===== src/rtl/mem_loader.sv =====
// mem_loader: boot loader that assembles a length-prefixed byte stream into 16-bit
// words, writes them to memory from address 0 and holds the CPU until done.
module mem_loader #(
  parameter int unsigned MEM_SIZE = 65536
) (
  input  logic        clk,
  input  logic        rst,
  input  logic        start,
  input  logic [7:0]  in_data,
  input  logic        in_valid,
  output logic        in_ready,
  output logic [15:0] t_reg,
  output logic [15:0] write_val,
  output logic        write,
  output logic        cpu_hold,
  output logic        done,
  output logic        error,
  output logic [15:0] words_loaded
);
  typedef enum logic [2:0] {IDLE, LEN_LO, LEN_HI, DATA_LO, DATA_HI, DONE, ERROR} state_t;
  state_t      state;
  logic [15:0] len;
  logic [7:0]  lo;
  logic [31:0] hdr;
  assign hdr = {16'd0, in_data, len[7:0]};
  // in_ready is high exactly in the four byte-consuming states, so in_valid alone marks a handshake there
  always_ff @(posedge clk) begin
    if (rst) begin
      state        <= IDLE;
      in_ready     <= 1'b0;
      write        <= 1'b0;
      t_reg        <= '0;
      write_val    <= '0;
      words_loaded <= '0;
      done         <= 1'b0;
      error        <= 1'b0;
      cpu_hold     <= 1'b1;
      len          <= '0;
      lo           <= '0;
    end else begin
      write <= 1'b0;
      case (state)
        IDLE, DONE, ERROR: if (start) begin
          state        <= LEN_LO;
          in_ready     <= 1'b1;
          done         <= 1'b0;
          error        <= 1'b0;
          words_loaded <= '0;
          cpu_hold     <= 1'b1;
        end
        LEN_LO: if (in_valid) begin
          len[7:0] <= in_data;
          state    <= LEN_HI;
        end
        LEN_HI: if (in_valid) begin
          len[15:8] <= in_data;
          if (hdr == 32'd0) begin
            state    <= DONE;
            in_ready <= 1'b0;
            done     <= 1'b1;
            cpu_hold <= 1'b0;
          end else if (hdr > MEM_SIZE) begin
            state    <= ERROR;
            in_ready <= 1'b0;
            error    <= 1'b1;
          end else begin
            state <= DATA_LO;
          end
        end
        DATA_LO: if (in_valid) begin
          lo    <= in_data;
          state <= DATA_HI;
        end
        DATA_HI: if (in_valid) begin
          write        <= 1'b1;
          write_val    <= {in_data, lo};
          t_reg        <= words_loaded;
          words_loaded <= words_loaded + 16'd1;
          if (words_loaded == len - 16'd1) begin
            state    <= DONE;
            in_ready <= 1'b0;
            done     <= 1'b1;
            cpu_hold <= 1'b0;
          end else begin
            state <= DATA_LO;
          end
        end
        default: state <= IDLE;
      endcase
    end
  end
endmodule


===== config.mk =====
export PLATFORM = sky130hd
export DESIGN_NAME = mem_loader
export DESIGN_NICKNAME = d
export VERILOG_FILES = /design/src/rtl/mem_loader.sv
export SDC_FILE = /design/constraint.sdc
export NUM_CORES = 1
export LEC_CHECK = 0
export CORE_MARGIN = 2
export CORE_UTILIZATION = 42
export CTS_CLUSTER_DIAMETER = 200
export DETAILED_ROUTE_END_ITERATION = 6
export HOLD_SLACK_MARGIN = 0.08
export PLACE_DENSITY = 0.67
export SYNTH_ARGS = -nofsm -noshare
export SYNTH_HDL_FRONTEND = slang
export SYNTH_SLANG_ARGS = --single-unit
export TNS_END_PERCENT = 50

===== constraint.sdc =====
create_clock -name clk -period 3.3 [get_ports clk]
set_input_delay 0.99 -clock clk [delete_from_list [all_inputs] [get_ports clk]]
set_output_delay 0.99 -clock clk [all_outputs]
set_load 0.005 [all_outputs]

==> impl_metrics.json, run 1 <==
{
  "fin_crit_sh_pct": 91.89,
  "max-slew-margin-rel_pct": 59.30,
  "cp.required_ps": 3570,
  "coreArea_mm2": 0.008593,
  "leakage_nw": 1.639,
  "crit_chain": "clkdlybuf4s50_1, nor2b_1, a211oi_1, o22a_1, or4b_1, or3_1, a21oi_1",
  "clkTransAtPathRegs_ps": 90,
  "slew_violations": 0,
  "h-tree-depth": 3,
  "ys_async_sr_fraction_pct": 0,
  "grt_first_pass_wirelength_um": 15100,
  "die_y_um": 97.67,
  "drtAntennaViolNets": 0,
  "grt_pass1_vias": 3150,
  "power_mw": 1.963,
  "dr.first_iter.drc_count": 116,
  "netlist_area_mm2": 0.003685,
  "crit_fanout": 7,
  "period_needed_ps": 3032,
  "viasPerCell": 5.239,
  "antenna_cells": 0,
  "worstMarginPinSlew_ps": 610.5,
  "hold_path.class": "flop to flop",
  "timing.fmax_mhz": 329.8,
  "finalSetupViolations": 0,
  "io_pins": 65,
  "start_kind": "primary input",
  "rsz0062_at_grt": "no",
  "reg2regPathDepth": 7,
  "worstSetupPathType": "primary input to flop",
  "wirelength_um": 9119,
  "report.final.hold_viol_count": 0,
  "ir_drop_mv": 0.2109,
  "cts_buffers": 9,
  "cts_hold_buf": 0,
  "final_core_util_pct": 54.43,
  "crit_buf_inv": 1,
  "gp_congestion": 0.8926,
  "start_util_pct": 42.88,
  "drc": 0,
  "cts_resized": 0,
  "finalNonFillerCells": 648,
  "portBuffers": 64,
  "firstDrtPassIters": 4,
  "die_x_um": 97.67,
  "cp_slowest_stage_delay_ps": 640,
  "powerDensity_mw_per_mm2": 419.7,
  "whs_ps": 433.3,
  "yosys.area.top_type": "dfxtp_1",
  "synth.most_common_cell": "nand2_1",
  "path_delay_family": "simple AND/OR/NAND/NOR gates",
  "grt_overflow": 0,
  "ys_top_cells_by_area": "dfxtp_1 43%, nand2_1 13%, a21oi_1 9.1%",
  "synthTopCellsByCount": "123 x nand2_1, 80 x dfxtp_1, 67 x a21oi_1",
  "tritoncts": "built",
  "avgSynthCellArea_um2": 7.857,
  "r2r-end": "cpu_hold",
  "hp-start": "error",
  "whs_path_depth": 2,
  "num_vias": 3395,
  "tns_ps": 0,
  "die_area_mm2": 0.009538,
  "synth_cell_types": 54,
  "synth_edf_count": 0,
  "worst_path_max_delay_cell": "or4b_1",
  "grt_util_all_layers_pct": 19.28,
  "yosysWarningCount": 0,
  "place_hpwl_um": 6541,
  "worst_clock_skew_ps": 14.17,
  "synth_top_area_share_pct": 43.46,
  "wire_per_inst_um": 14.07,
  "grt_max_degree": 60,
  "run_status": "finished, final reports clean",
  "ys_ff_latch": 80,
  "dpl.cell_count": 632,
  "antenna_found_initial": 0,
  "clock_path_buffers": 2,
  "ys.flop_type": "dfxtp_1",
  "end_kind": "flop",
  "ys_seq_area_share_pct": 43.46,
  "min_to": "error",
  "clk_latency_ps": 350,
  "drive_gt1_share_pct": 8.704,
  "synth_cells": 469,
  "critPathArrivalTime_ps": 3300,
  "post_cts_buffers": 0,
  "rows": 34,
  "syn-num-nets": 483,
  "clock-root-buffer": "clkbuf_8",
  "rrSetupSlack_ps": 420,
  "cts.sinks": 80,
  "area.growth.synth_to_final_pct": 26.93,
  "timing.rr.start": "len[4]",
  "maxCapViolCount": 0,
  "nets": 549
}
-- per-layer routing --
metal / global-route usage (%) / wire length (um) / vias up
met5: 0 / 0 / -
met4: 6.624 / 159 / 0
met3: 3.957 / 462 / 15
met2: 31.88 / 4386 / 94
met1: 25.07 / 4111 / 1569
li1: - / - / 1717
-- through the flow --
stage	worst slack (ps)	area (um2)
floorplan	593.0	3685
global placement	49.00	4472
detailed placement	-72.02	4472
CTS	284.8	4677
global route	203.8	4677
finish	267.8	4677
-- area by class of cell --
type                    instances  area (um2)
clock buffers                  10       137.6
well taps                     108       135.1
fillers                       840        3916
inverters                       7       26.28
flip-flops and latches         80        1602
repair buffers                 81       763.2
clock inverters                 6       67.56
multi-input cells             356        1946
-- tightest hold or removal path, cell delays in order, from the launching register on --
cell and delay, ps:
dfxtp_1 320, inv_1 50, nor2_1 30
-- how the worst max path moves through the flow --
stage	from	to	slack, ps	depth (start not counted)
finish	start	words_loaded[8]	270	7
global placement	start	words_loaded[8]	50	7
detailed placement	start	words_loaded[8]	-70	7
global route	start	words_loaded[10]	200	7
CTS	start	words_loaded[8]	280	7
floorplan	start	words_loaded[10]	590	8
-- where the power goes --
group	internal, mW	switching, mW
sequential	0.979	0.0242
clock	0.373	0.369
combinational	0.104	0.114
total	1.46	0.507
-- cells by family (layout without fill, tap and decap cells) --
family	after synthesis	in the layout	synth area share [%]
AOI/OAI and AO/OA	98	98	15.62
xor gates and xnor gates	32	32	7.606
adders and majority gates	2	2	0.6790
buffers and inverters	33	104	3.735
DFF	80	80	43.46
muxes	6	6	1.664
and+or+nand+nor	218	218	27.23
-- layout by cell type, fill, tap and decap left out, drive strengths merged, types with 3 or more instances in the layout --
cell type	count
nand2b	4
nor2b	8
and4	3
inv	8
nor2	36
nor3	7
mux2i	5
or3	5
a21oi	67
and3	3
or4	3
nand2	124
nand3	8
buf	18
dfxtp	80
clkbuf	10
nor4	5
clkdlybuf4s50	63
o21ai	11
xor2	18
xnor2	14
Note: power is estimated with default switching activity, not from simulation.
==> inputs of run 2 (changes only) <==
ABC_CLOCK_PERIOD_IN_PS = 3300   (was default)
CAP_MARGIN = 20   (was default)
==> results of run 2 <==
Final layout, timing and power as in run 1 (identical DEF).
==> inputs of run 3 (changes only) <==
RECOVER_POWER = 100   (was default)
==> run 3 against run 2 <==
Against the previous run:
- clock power is essentially flat
- flip-flop and latch count unchanged
- routed wire length fell by 0.44%
- clock-buffer cell count unchanged
- power down 0.32%
- combinational power decreased by 2%
- first-iteration DRC count is 3.4% higher
- sequential power barely moved
- via count grew 0.41%
- global-route usage stayed put
- critical endpoint unchanged
- largest power group unchanged
==> impl_metrics.json, run 3 (same netlist as run 1, synthesis figures left out) <==
{
  "path_delay_family": "simple AND/OR/NAND/NOR gates",
  "regArea_mm2": 0.001602,
  "busiest_layer": "met2",
  "grt_util_met2_pct": 31.88,
  "die_y_um": 97.67,
  "area.growth.synth_to_final_pct": 26.18,
  "layout_commonest_cell": "nand2_1",
  "firstDrtPassIters": 4,
  "die_x_um": 97.67,
  "cts.sinks": 80,
  "tritoncts": "built",
  "maxCapViolCount": 0,
  "multiInputGateArea_mm2": 0.001936,
  "use_met3_pct": 3.957,
  "grt_util_all_layers_pct": 19.28,
  "grt_pass1_vias": 3150,
  "clock_path_buffers": 2,
  "finalSetupViolations": 0,
  "post_cts_buffers": 0,
  "clkTransAtPathRegs_ps": 90,
  "final_area_mm2": 0.004649,
  "report.final.hold_viol_count": 0,
  "cp_slowest_stage_delay_ps": 640,
  "final_core_util_pct": 54.11,
  "wire_per_inst_um": 14.01,
  "cts_resized": 0,
  "rows": 34,
  "gp_congestion": 0.8926,
  "antenna_cells": 0,
  "io_pins": 65,
  "crit_chain": "dlygate4sd3_1, nor2b_1, a211oi_1, o22a_1, or4b_1, or3_1, a21oi_1",
  "worstSetupPathType": "primary input to flop",
  "critPathArrivalTime_ps": 3380,
  "powerDensity_mw_per_mm2": 420.8,
  "grt_first_pass_wirelength_um": 15100,
  "cp.required_ps": 3570,
  "wirelength_um": 9079,
  "crit_buf_inv": 1,
  "slew_violations": 0,
  "fin_crit_sh_pct": 94.29,
  "tns_ps": 0,
  "leakage_nw": 1.805,
  "cts_hold_buf": 0,
  "worstMarginPinSlew_ps": 803.9,
  "run_status": "finished, final reports clean",
  "clock-root-buffer": "clkbuf_8",
  "grt_max_degree": 60,
  "place_area_mm2": 0.004472,
  "die_area_mm2": 0.009538,
  "power_mw": 1.957,
  "portBuffers": 64,
  "rsz0062_at_grt": "no",
  "dpl.cell_count": 632,
  "finalNonFillerCells": 648,
  "worst_path_max_delay_cell": "or4b_1",
  "drtAntennaViolNets": 0,
  "num_vias": 3409,
  "start_kind": "primary input",
  "period_needed_ps": 3112,
  "max-slew-margin-rel_pct": 46.41,
  "end_kind": "flop",
  "h-tree-depth": 3,
  "fillerInstances": 848,
  "worst_clock_skew_ps": 13.85,
  "drc": 0,
  "layout_common_cells": "123 x nand2_1, 80 x dfxtp_1, 67 x a21oi_1, 55 x dlygate4sd3_1, 36 x nor2_1",
  "clk_latency_ps": 350,
  "crit_fanout": 7,
  "cts_buffers": 9,
  "ir_drop_mv": 0.2103,
  "antenna_found_initial": 0,
  "dr.first_iter.drc_count": 120,
  "nets": 549,
  "drive_gt1_share_pct": 7.593,
  "place_hpwl_um": 6541,
  "hold_path.class": "flop to flop",
  "grt_overflow": 0,
  "coreArea_mm2": 0.008593,
  "timing.fmax_mhz": 321.4,
  "start_util_pct": 42.88,
  "met1_usage_pct": 25.07,
  "viasPerCell": 5.261
}
==> run 3: changes by cell type in the layout (fill, tap and decap cells not counted), sizes merged <==
cell,previous run,this run
clkdlybuf4s50,63,8
dlygate4sd3,0,55
buf,18,13
clkbuf,10,15
==> run 3: area by class of cell <==
cell class | count | area share, %
inverter | 7 | 0.5651
tap | 108 | 2.906
clock buffer | 10 | 2.960
timing repair buffer | 81 | 16.04
clock inverter | 6 | 1.453
multi-input combinational | 356 | 41.63
sequential | 80 | 34.45
==> run 3: per-stage QoR <==
step,hold slack [ps],worst slack [ps]
finish,428.0,188.4
detailed placement,422.6,-72.02
global placement,418.5,49.00
CTS,438.6,284.8
global route,458.5,127.4
floorplan,425.0,593.0
==> run 3: tightest hold or removal path: stages, from the launching register on <==
cell and delay (ps):
dfxtp_1 320, inv_1 50, nor2_1 30
==> run 3: final timing paths <==
kind               start              end  slack, ps  cells past startpoint
setup / recovery   start  words_loaded[8]        190                      7
hold / removal     error            error        430                      2
setup reg to reg  len[4]         cpu_hold        310                      7
hold reg to reg    error            error        430                      2
==> run 3: layer usage <==
metal / wire, um / part of all wire [%]
met1: 4121 / 45
met2: 4364 / 48
met3: 432 / 4.8
met4: 161 / 1.8
met5: 0 / 0
==> run 3: where the power goes <==
group | internal, mW | switching, mW
logic | 0.0990 | 0.114
clock network | 0.373 | 0.369
registers | 0.979 | 0.0236
